File: config.mk
export PLATFORM = sky130hd
export DESIGN_NAME = control_unit
export DESIGN_NICKNAME = d
export VERILOG_FILES = /design/src/rtl/cpu_ctrl_pkg.sv /design/src/rtl/reg_select_decoder.sv /design/src/rtl/control_unit.sv
export SDC_FILE = /design/constraint.sdc
export NUM_CORES = 1
export LEC_CHECK = 0
export BUFFER_PORTS_ARGS = -buffer_cell sky130_fd_sc_hd__buf_2
export CAP_MARGIN = 10
export CORE_UTILIZATION = 45
export CTS_CLUSTER_DIAMETER = 80
export DETAILED_ROUTE_END_ITERATION = 12
export PLACE_DENSITY_LB_ADDON = 0.12
export SLEW_MARGIN = 20
export SYNTH_ARGS = -nofsm -noshare
export SYNTH_HDL_FRONTEND = slang
export SYNTH_SLANG_ARGS = --single-unit
export TNS_END_PERCENT = 1
File: constraint.sdc
create_clock -name Clock -period 11.34 [get_ports Clock]
set_clock_uncertainty 0.05 [all_clocks]
set_input_delay 2.835 -clock Clock [delete_from_list [all_inputs] [get_ports Clock]]
set_output_delay 2.835 -clock Clock [all_outputs]
set_load 0.01 [all_outputs]
File: src/rtl/cpu_ctrl_pkg.sv
// Shared constants for the single-bus datapath controller: opcodes, ALU ops,
// FSM state encoding and the opcode decode helpers.
package cpu_ctrl_pkg;

    localparam int unsigned OPC_W = 5;
    localparam int unsigned REG_W = 4;
    localparam int unsigned NREGS = 16;
    localparam int unsigned ALU_W = 5;

    localparam logic [OPC_W-1:0] OPC_LD   = 5'b00000;
    localparam logic [OPC_W-1:0] OPC_LDI  = 5'b00001;
    localparam logic [OPC_W-1:0] OPC_ST   = 5'b00010;
    localparam logic [OPC_W-1:0] OPC_ADD  = 5'b00011;
    localparam logic [OPC_W-1:0] OPC_SUB  = 5'b00100;
    localparam logic [OPC_W-1:0] OPC_AND  = 5'b00101;
    localparam logic [OPC_W-1:0] OPC_OR   = 5'b00110;
    localparam logic [OPC_W-1:0] OPC_SHR  = 5'b00111;
    localparam logic [OPC_W-1:0] OPC_SHRA = 5'b01000;
    localparam logic [OPC_W-1:0] OPC_SHL  = 5'b01001;
    localparam logic [OPC_W-1:0] OPC_ROR  = 5'b01010;
    localparam logic [OPC_W-1:0] OPC_ROL  = 5'b01011;
    localparam logic [OPC_W-1:0] OPC_ADDI = 5'b01100;
    localparam logic [OPC_W-1:0] OPC_ANDI = 5'b01101;
    localparam logic [OPC_W-1:0] OPC_ORI  = 5'b01110;
    localparam logic [OPC_W-1:0] OPC_MUL  = 5'b01111;
    localparam logic [OPC_W-1:0] OPC_DIV  = 5'b10000;
    localparam logic [OPC_W-1:0] OPC_NEG  = 5'b10001;
    localparam logic [OPC_W-1:0] OPC_NOT  = 5'b10010;
    localparam logic [OPC_W-1:0] OPC_NOP  = 5'b11010;
    localparam logic [OPC_W-1:0] OPC_HALT = 5'b11011;

    localparam logic [ALU_W-1:0] ALU_NONE = 5'b00000;
    localparam logic [ALU_W-1:0] ALU_ADD  = 5'b00001;
    localparam logic [ALU_W-1:0] ALU_SUB  = 5'b00010;
    localparam logic [ALU_W-1:0] ALU_AND  = 5'b00011;
    localparam logic [ALU_W-1:0] ALU_OR   = 5'b00100;
    localparam logic [ALU_W-1:0] ALU_SHR  = 5'b00101;
    localparam logic [ALU_W-1:0] ALU_MUL  = 5'b00110;
    localparam logic [ALU_W-1:0] ALU_DIV  = 5'b00111;
    localparam logic [ALU_W-1:0] ALU_SHRA = 5'b01000;
    localparam logic [ALU_W-1:0] ALU_SHL  = 5'b01001;
    localparam logic [ALU_W-1:0] ALU_ROR  = 5'b01010;
    localparam logic [ALU_W-1:0] ALU_ROL  = 5'b01011;
    localparam logic [ALU_W-1:0] ALU_NEG  = 5'b01100;
    localparam logic [ALU_W-1:0] ALU_NOT  = 5'b01101;

    typedef enum logic [3:0] {
        S_IDLE, S_T0, S_T1, S_T2, S_T3, S_T4, S_T5, S_T6, S_HALT
    } state_e;

    typedef enum logic [2:0] {
        CLS_RTYPE, CLS_IMM, CLS_MULDIV, CLS_UNARY, CLS_NOP, CLS_HALT, CLS_ILLEGAL
    } cls_e;

    // Instruction family selects the T3..T6 micro-sequence.
    function automatic cls_e op_class(input logic [OPC_W-1:0] opc);
        case (opc) inside
            [OPC_ADD:OPC_ROL]:  return CLS_RTYPE;
            [OPC_ADDI:OPC_ORI]: return CLS_IMM;
            OPC_MUL, OPC_DIV:   return CLS_MULDIV;
            OPC_NEG, OPC_NOT:   return CLS_UNARY;
            OPC_NOP:            return CLS_NOP;
            OPC_HALT:           return CLS_HALT;
            default:            return CLS_ILLEGAL;
        endcase
    endfunction

    function automatic logic [ALU_W-1:0] alu_op(input logic [OPC_W-1:0] opc);
        case (opc)
            OPC_ADD, OPC_ADDI: return ALU_ADD;
            OPC_SUB:           return ALU_SUB;
            OPC_AND, OPC_ANDI: return ALU_AND;
            OPC_OR, OPC_ORI:   return ALU_OR;
            OPC_SHR:           return ALU_SHR;
            OPC_SHRA:          return ALU_SHRA;
            OPC_SHL:           return ALU_SHL;
            OPC_ROR:           return ALU_ROR;
            OPC_ROL:           return ALU_ROL;
            OPC_MUL:           return ALU_MUL;
            OPC_DIV:           return ALU_DIV;
            OPC_NEG:           return ALU_NEG;
            OPC_NOT:           return ALU_NOT;
            default:           return ALU_NONE;
        endcase
    endfunction

endpackage

File: src/rtl/reg_select_decoder.sv
// 4-bit register field to one-hot select, gated by an enable.
module reg_select_decoder
    import cpu_ctrl_pkg::*;
(
    input  logic [REG_W-1:0] sel,
    input  logic             en,
    output logic [NREGS-1:0] onehot_c
);

    always_comb begin
        onehot_c = '0;
        for (int i = 0; i < int'(NREGS); i++) begin
            onehot_c[i] = en && (sel == REG_W'(i));
        end
    end

endmodule

File: src/rtl/control_unit.sv
// Hard-wired fetch/decode/execute sequencer for the single-bus datapath.
// Moore machine: every control output decodes from the state and IR.
module control_unit
    import cpu_ctrl_pkg::*;
(
    input  logic             Clock,
    input  logic             Clear,
    input  logic             Start,
    input  logic [31:0]      IR,
    output logic [NREGS-1:0] Rin,
    output logic [NREGS-1:0] Rout,
    output logic             PCin,
    output logic             IRin,
    output logic             HIin,
    output logic             LOin,
    output logic             ZHighin,
    output logic             ZLowin,
    output logic             MARin,
    output logic             MDRin,
    output logic             Yin,
    output logic             PCout,
    output logic             HIout,
    output logic             LOout,
    output logic             ZHighout,
    output logic             ZLowout,
    output logic             MDRout,
    output logic             Cout,
    output logic             Read,
    output logic             IncPC,
    output logic [ALU_W-1:0] OP,
    output logic             Running,
    output logic             Halted,
    output logic             IllegalOp
);

    state_e           state_q;
    state_e           state_d;
    cls_e             cls;
    logic [REG_W-1:0] ra;
    logic [REG_W-1:0] rb;
    logic [REG_W-1:0] rc;
    logic [REG_W-1:0] rout_sel;
    logic             rout_en;
    logic             rin_en;
    logic             unused_ir;

    assign cls       = op_class(IR[31:27]);
    assign ra        = IR[26:23];
    assign rb        = IR[22:19];
    assign rc        = IR[18:15];
    assign unused_ir = ^IR[14:0];

    always_ff @(posedge Clock) begin
        if (Clear) state_q <= S_IDLE;
        else       state_q <= state_d;
    end

    always_comb begin
        state_d   = state_q;
        PCin      = 1'b0;
        IRin      = 1'b0;
        HIin      = 1'b0;
        LOin      = 1'b0;
        ZHighin   = 1'b0;
        ZLowin    = 1'b0;
        MARin     = 1'b0;
        MDRin     = 1'b0;
        Yin       = 1'b0;
        PCout     = 1'b0;
        HIout     = 1'b0;
        LOout     = 1'b0;
        ZHighout  = 1'b0;
        ZLowout   = 1'b0;
        MDRout    = 1'b0;
        Cout      = 1'b0;
        Read      = 1'b0;
        IncPC     = 1'b0;
        OP        = ALU_NONE;
        IllegalOp = 1'b0;
        rout_en   = 1'b0;
        rout_sel  = rb;
        rin_en    = 1'b0;
        Running   = (state_q != S_IDLE) && (state_q != S_HALT);
        Halted    = (state_q == S_HALT);

        case (state_q)
            S_IDLE: if (Start) state_d = S_T0;
            S_T0: begin
                PCout   = 1'b1;
                MARin   = 1'b1;
                IncPC   = 1'b1;
                state_d = S_T1;
            end
            S_T1: begin
                PCin    = 1'b1;
                Read    = 1'b1;
                MDRin   = 1'b1;
                state_d = S_T2;
            end
            S_T2: begin
                MDRout  = 1'b1;
                IRin    = 1'b1;
                state_d = S_T3;
            end
            // Dispatch on the freshly loaded opcode.
            S_T3: begin
                state_d = S_T4;
                case (cls)
                    CLS_RTYPE, CLS_IMM: begin
                        rout_en = 1'b1;
                        Yin     = 1'b1;
                    end
                    CLS_MULDIV: begin
                        rout_en  = 1'b1;
                        rout_sel = ra;
                        Yin      = 1'b1;
                    end
                    CLS_UNARY: begin
                        rout_en = 1'b1;
                        ZLowin  = 1'b1;
                        OP      = alu_op(IR[31:27]);
                    end
                    CLS_NOP:  state_d = S_T0;
                    CLS_HALT: state_d = S_HALT;
                    default: begin
                        IllegalOp = 1'b1;
                        state_d   = S_T0;
                    end
                endcase
            end
            S_T4: begin
                state_d = S_T5;
                case (cls)
                    CLS_RTYPE: begin
                        rout_en  = 1'b1;
                        rout_sel = rc;
                        ZLowin   = 1'b1;
                        OP       = alu_op(IR[31:27]);
                    end
                    CLS_IMM: begin
                        Cout   = 1'b1;
                        ZLowin = 1'b1;
                        OP     = alu_op(IR[31:27]);
                    end
                    CLS_MULDIV: begin
                        rout_en = 1'b1;
                        ZHighin = 1'b1;
                        ZLowin  = 1'b1;
                        OP      = alu_op(IR[31:27]);
                    end
                    CLS_UNARY: begin
                        ZLowout = 1'b1;
                        rin_en  = 1'b1;
                        state_d = S_T0;
                    end
                    default: state_d = S_T0;
                endcase
            end
            S_T5: begin
                state_d = S_T0;
                case (cls)
                    CLS_RTYPE, CLS_IMM: begin
                        ZLowout = 1'b1;
                        rin_en  = 1'b1;
                    end
                    CLS_MULDIV: begin
                        ZLowout = 1'b1;
                        LOin    = 1'b1;
                        state_d = S_T6;
                    end
                    default: ;
                endcase
            end
            S_T6: begin
                ZHighout = 1'b1;
                HIin     = 1'b1;
                state_d  = S_T0;
            end
            S_HALT: state_d = S_HALT;
            default: state_d = S_IDLE;
        endcase
    end

    reg_select_decoder u_rin_dec (
        .sel      (ra),
        .en       (rin_en),
        .onehot_c (Rin)
    );

    reg_select_decoder u_rout_dec (
        .sel      (rout_sel),
        .en       (rout_en),
        .onehot_c (Rout)
    );

endmodule

==> results by stage <==
Synth:
- The most used flip-flop cell after synthesis is dfxtp_1.
- After synthesis the cells add up to 1420 sq um.
- The number of enable flip-flop cells after synthesis is 0.
- In this run, distinct cell masters in the synthesized netlist total 55.
- The number of instances in the synthesized netlist is between 150 and 200.
- In this run the mean area of a mapped cell was ~7.2 sq um.
- The synthesized design contains 4 register bits.
- The number of warnings printed during yosys synthesis is 0.
- The register area share after synthesis is roughly 5.6%.
- The share of flip-flops with an asynchronous set or reset is 0%.

Clock tree:
- Counting the buffers created by CTS gives 3.
- The tree is rooted in a clkbuf_4.
- The count of hold buffers inserted by post-cts repair is 0.
- The quantity of gates resized following cts is 0.
- After clock tree synthesis, the clock-pin slew on the worst setup and hold paths is ~40 ps.
- The H-tree depth reported by CTS is 1.
- The TritonCTS clock tree is built.
- The sink count of the clock tree is 4.
- The clock latency at the later pin of the worst-skew pair is 240 ps.
- The deepest clock path buffer count is 2.
- The number of setup buffers added after CTS is 0.

Power and ir drop:
- IR analysis of the VDD net gives a maximum drop of between 0.04 and 0.05 mV.
- Summed over all cells, the static leakage comes to about 0.0008 uW.
- The internal power of the cells totals between 40 and 50 uW.
- The net switching power figure is roughly 33 uW.
- In this run, flip-flops and latches consume approximately 22% of the power.
- The switching share of power is between 40% and 50%.
- The cell area power density is between 40 and 50 nW/um^2.
- Per report_power, the clock group accounts for ~24% of the total.
- In this run, the combinational gates consume 53.4% of the power.

Floorplanning:
- The vertical die dimension is ~58 um.
- The initial utilization of the core area, before any placement, comes to 46.90%.
- The die width is about 58 um.
- The core footprint is ~3000 sq um.
- The initialized floorplan defines 20 standard-cell rows.
- 93 I/O pins were placed.
- The die covers around 3400 sq um.

Worst setup path:
- The endpoint class of the critical path is an output pin.
- The maximum fanout count along the critical path is 12.
- The critical path startpoint category is an input pin.
- Data on the critical path arrives at its endpoint at about 5300 ps.
- Data on the critical path is required at its endpoint by 8460 ps.
- The start-to-end type of the worst setup path is in2out.

Route:
- For this block, the initial DRC count from the detailed router was 137.
- In the final routed layout, each cell accounts on average for around 13 um.
- Once detail routing completed, the nets flagged for antenna violations numbered 0.
- The average vias per placed instance is 5.621.
- The first TritonRoute pass finished after 4 iterations.
- The DRC violations left is 0.
- After detailed routing, the total wire length is 3.803 mm.
- The via count is about 1700.

Run status:
- The flow ran to the end, and the final reports show no timing, DRC or antenna violations.

Final layout:
- The register with the most flip-flops in the layout has 4 of them.
- Summing all multi-input logic gate instances after layout gives between 1000 and 1500 sq um.
- The antenna diode count is 0.
- Across the whole layout, storage elements account for 80.08 sq um.
- In the final layout, the registers with the most flip-flops are state_q (4).
- The ratio of cells with drive above 1 in the final layout is between 40% and 50%.
- The final layout contains approximately 300 nets.
- The fill cell instance count of the final layout is between 300 and 400.
- The area growth from synthesis to layout is 20.70%.
- More flip-flops sit in one register than any other, and that register is state_q.

STA:
- Setup repair after global routing left no endpoint under its margin.
- The number of endpoints with negative hold slack in the final report is 0.
- After layout, the minimum clock period comes to 8202 ps.
- The final count of pins violating max slew came to 0.
- For this run, the top clock speed supported by timing is approximately 120 MHz.
- Dividing the final minimum period by the clock period gives 72.33%.
- Headroom to the max-slew limit came out at 60.06%.
- Summed over all failing endpoints, the final setup total negative slack is 0 ps.
- The worst slack on hold paths is roughly 540 ps.
- The worst path meets setup with between 3000 and 4000 ps of slack.
- The number of setup violations in the final report is 0.
- The actual slew at the worst max-slew pin is 599.1 ps.

Placement:
- The routability congestion estimate is 0.8251.
- The worst setup slack before clock tree synthesis is 3148 ps.
- Input and output buffers added on the ports amount to between 70 and 80.
- The placed wire-length estimate after detailed placement is ~2.9 mm.

Global route:
- The global-route wire length before repair is just under 6 mm.
- Global routing used 21.09% of the available tracks.
- The initial antenna violation count came to 0.
- The total overflow left after global routing is 0.
- Entering global routing, the biggest net connects 19 pins.
- The via count of the first global-routing pass was 1312.

Job:
- The reported max-cap violation count is 0.

Min path:
- The worst min-delay path category is reg2reg.
## power groups by stage
stage | Combinational [uW] | Sequential [uW] | Clock [uW]
6_report | 39.9 | 16.7 | 18.1
5_1_grt | 43.9 | 17.0 | 19.7
4_1_cts | 39.6 | 16.7 | 18.5
3_5_place_dp | 39.3 | 16.9 | 0
3_3_place_gp | 39.0 | 16.9 | 0
2_1_floorplan | 34.3 | 15.4 | 0
## final cells by class
type	instances	share of cell area (%)
repair buffers	74	21.61
flip-flops and latches	4	4.672
clock buffers	3	1.314
well taps	44	3.212
multi-input cells	164	67.23
inverters	9	1.971
## stage by stage
step | total power [uW] | instances | utilization (%) | instance area (sq um)
floorplan | 49.68 | 199 | - | 1428
detailed placement | 56.23 | 295 | 55.87 | 1692
CTS | 74.78 | 298 | 56.61 | 1714
global route | 80.56 | 298 | 56.61 | 1714
finish | 74.72 | 298 | 56.61 | 1714
global placement | 55.81 | 295 | 55.87 | 1692
## worst paths after layout
| path | depth (start not counted) | slack (ps) | to | from |
|---|---|---|---|---|
| worst max-delay path | 10 | 3140 | Rout[9] | IR[27] |
| worst min-delay path | 2 | 540 | state_q[0] | state_q[2] |
| worst max register to register | 4 | 9410 | state_q[1] | state_q[0] |
| worst min register to register | 2 | 540 | state_q[0] | state_q[2] |
## Yosys cell counts (all sizes together) (3+ instances only)
cell	n	area [sq um]
a211o	3	26.28
a21oi	12	63.81
a221oi	3	38.79
a311oi	3	26.28
and3	5	36.28
buf	17	142.6
clkbuf	5	18.77
dfxtp	4	80.08
ha	5	62.56
inv	8	30.03
mux2i	3	30.03
nand2	13	51.30
nand2b	6	45.04
nand3b	6	45.04
nor2	30	112.6
nor2b	3	18.77
nor3	13	70.07
nor3b	3	32.53
nor4	8	75.07
nor4b	8	120.1
o211ai	4	30.03
o21a	3	23.77
o21ai	7	42.54
## cell usage in the layout (no fill, tap or decap), drive strengths merged, types with 3 or more instances in the layout
cell | synthesis | final
buf | 17 | 74
nor2 | 30 | 30
nand2 | 13 | 13
nor3 | 13 | 13
a21oi | 12 | 12
nor4b | 8 | 8
inv | 8 | 8
nor4 | 8 | 8
o21ai | 7 | 7
nand3b | 6 | 6
nand2b | 6 | 6
ha | 5 | 5
and3 | 5 | 5
o211ai | 4 | 4
dfxtp | 4 | 4
nor2b | 3 | 3
a211o | 3 | 3
a311oi | 3 | 3
mux2i | 3 | 3
conb | 1 | 3
clkbuf | 5 | 3
nor3b | 3 | 3
o21a | 3 | 3
a221oi | 3 | 3
## metal layers
metal  GRT usage, %  share of wire [%]  vias up
li1               -                  -      833
met2          32.68                 45       55
met5              0                  0        -
met3          1.786                4.6        2
met4          4.762               0.34        0
met1          31.49                 50      785
## worst max-delay path, stage by stage
cell and delay [ps]:
buf_2 180, inv_1 80, ha_1 270, o21ai_0 170, nor2_1 140, or4_1 530
o21a_1 140, o21ai_2 480, nor4b_2 320, buf_2 170
## logic make-up after synthesis
group	count (synthesis)	synth area share, %
muxes	4	2.908
and+or+nand+nor	106	48.72
AOI/OAI and AO/OA	46	24.32
DFF	4	5.639
other	1	0.2641
buffers and inverters	31	13.74
adders and majority gates	5	4.405
(Power assumes the default switching activity.)
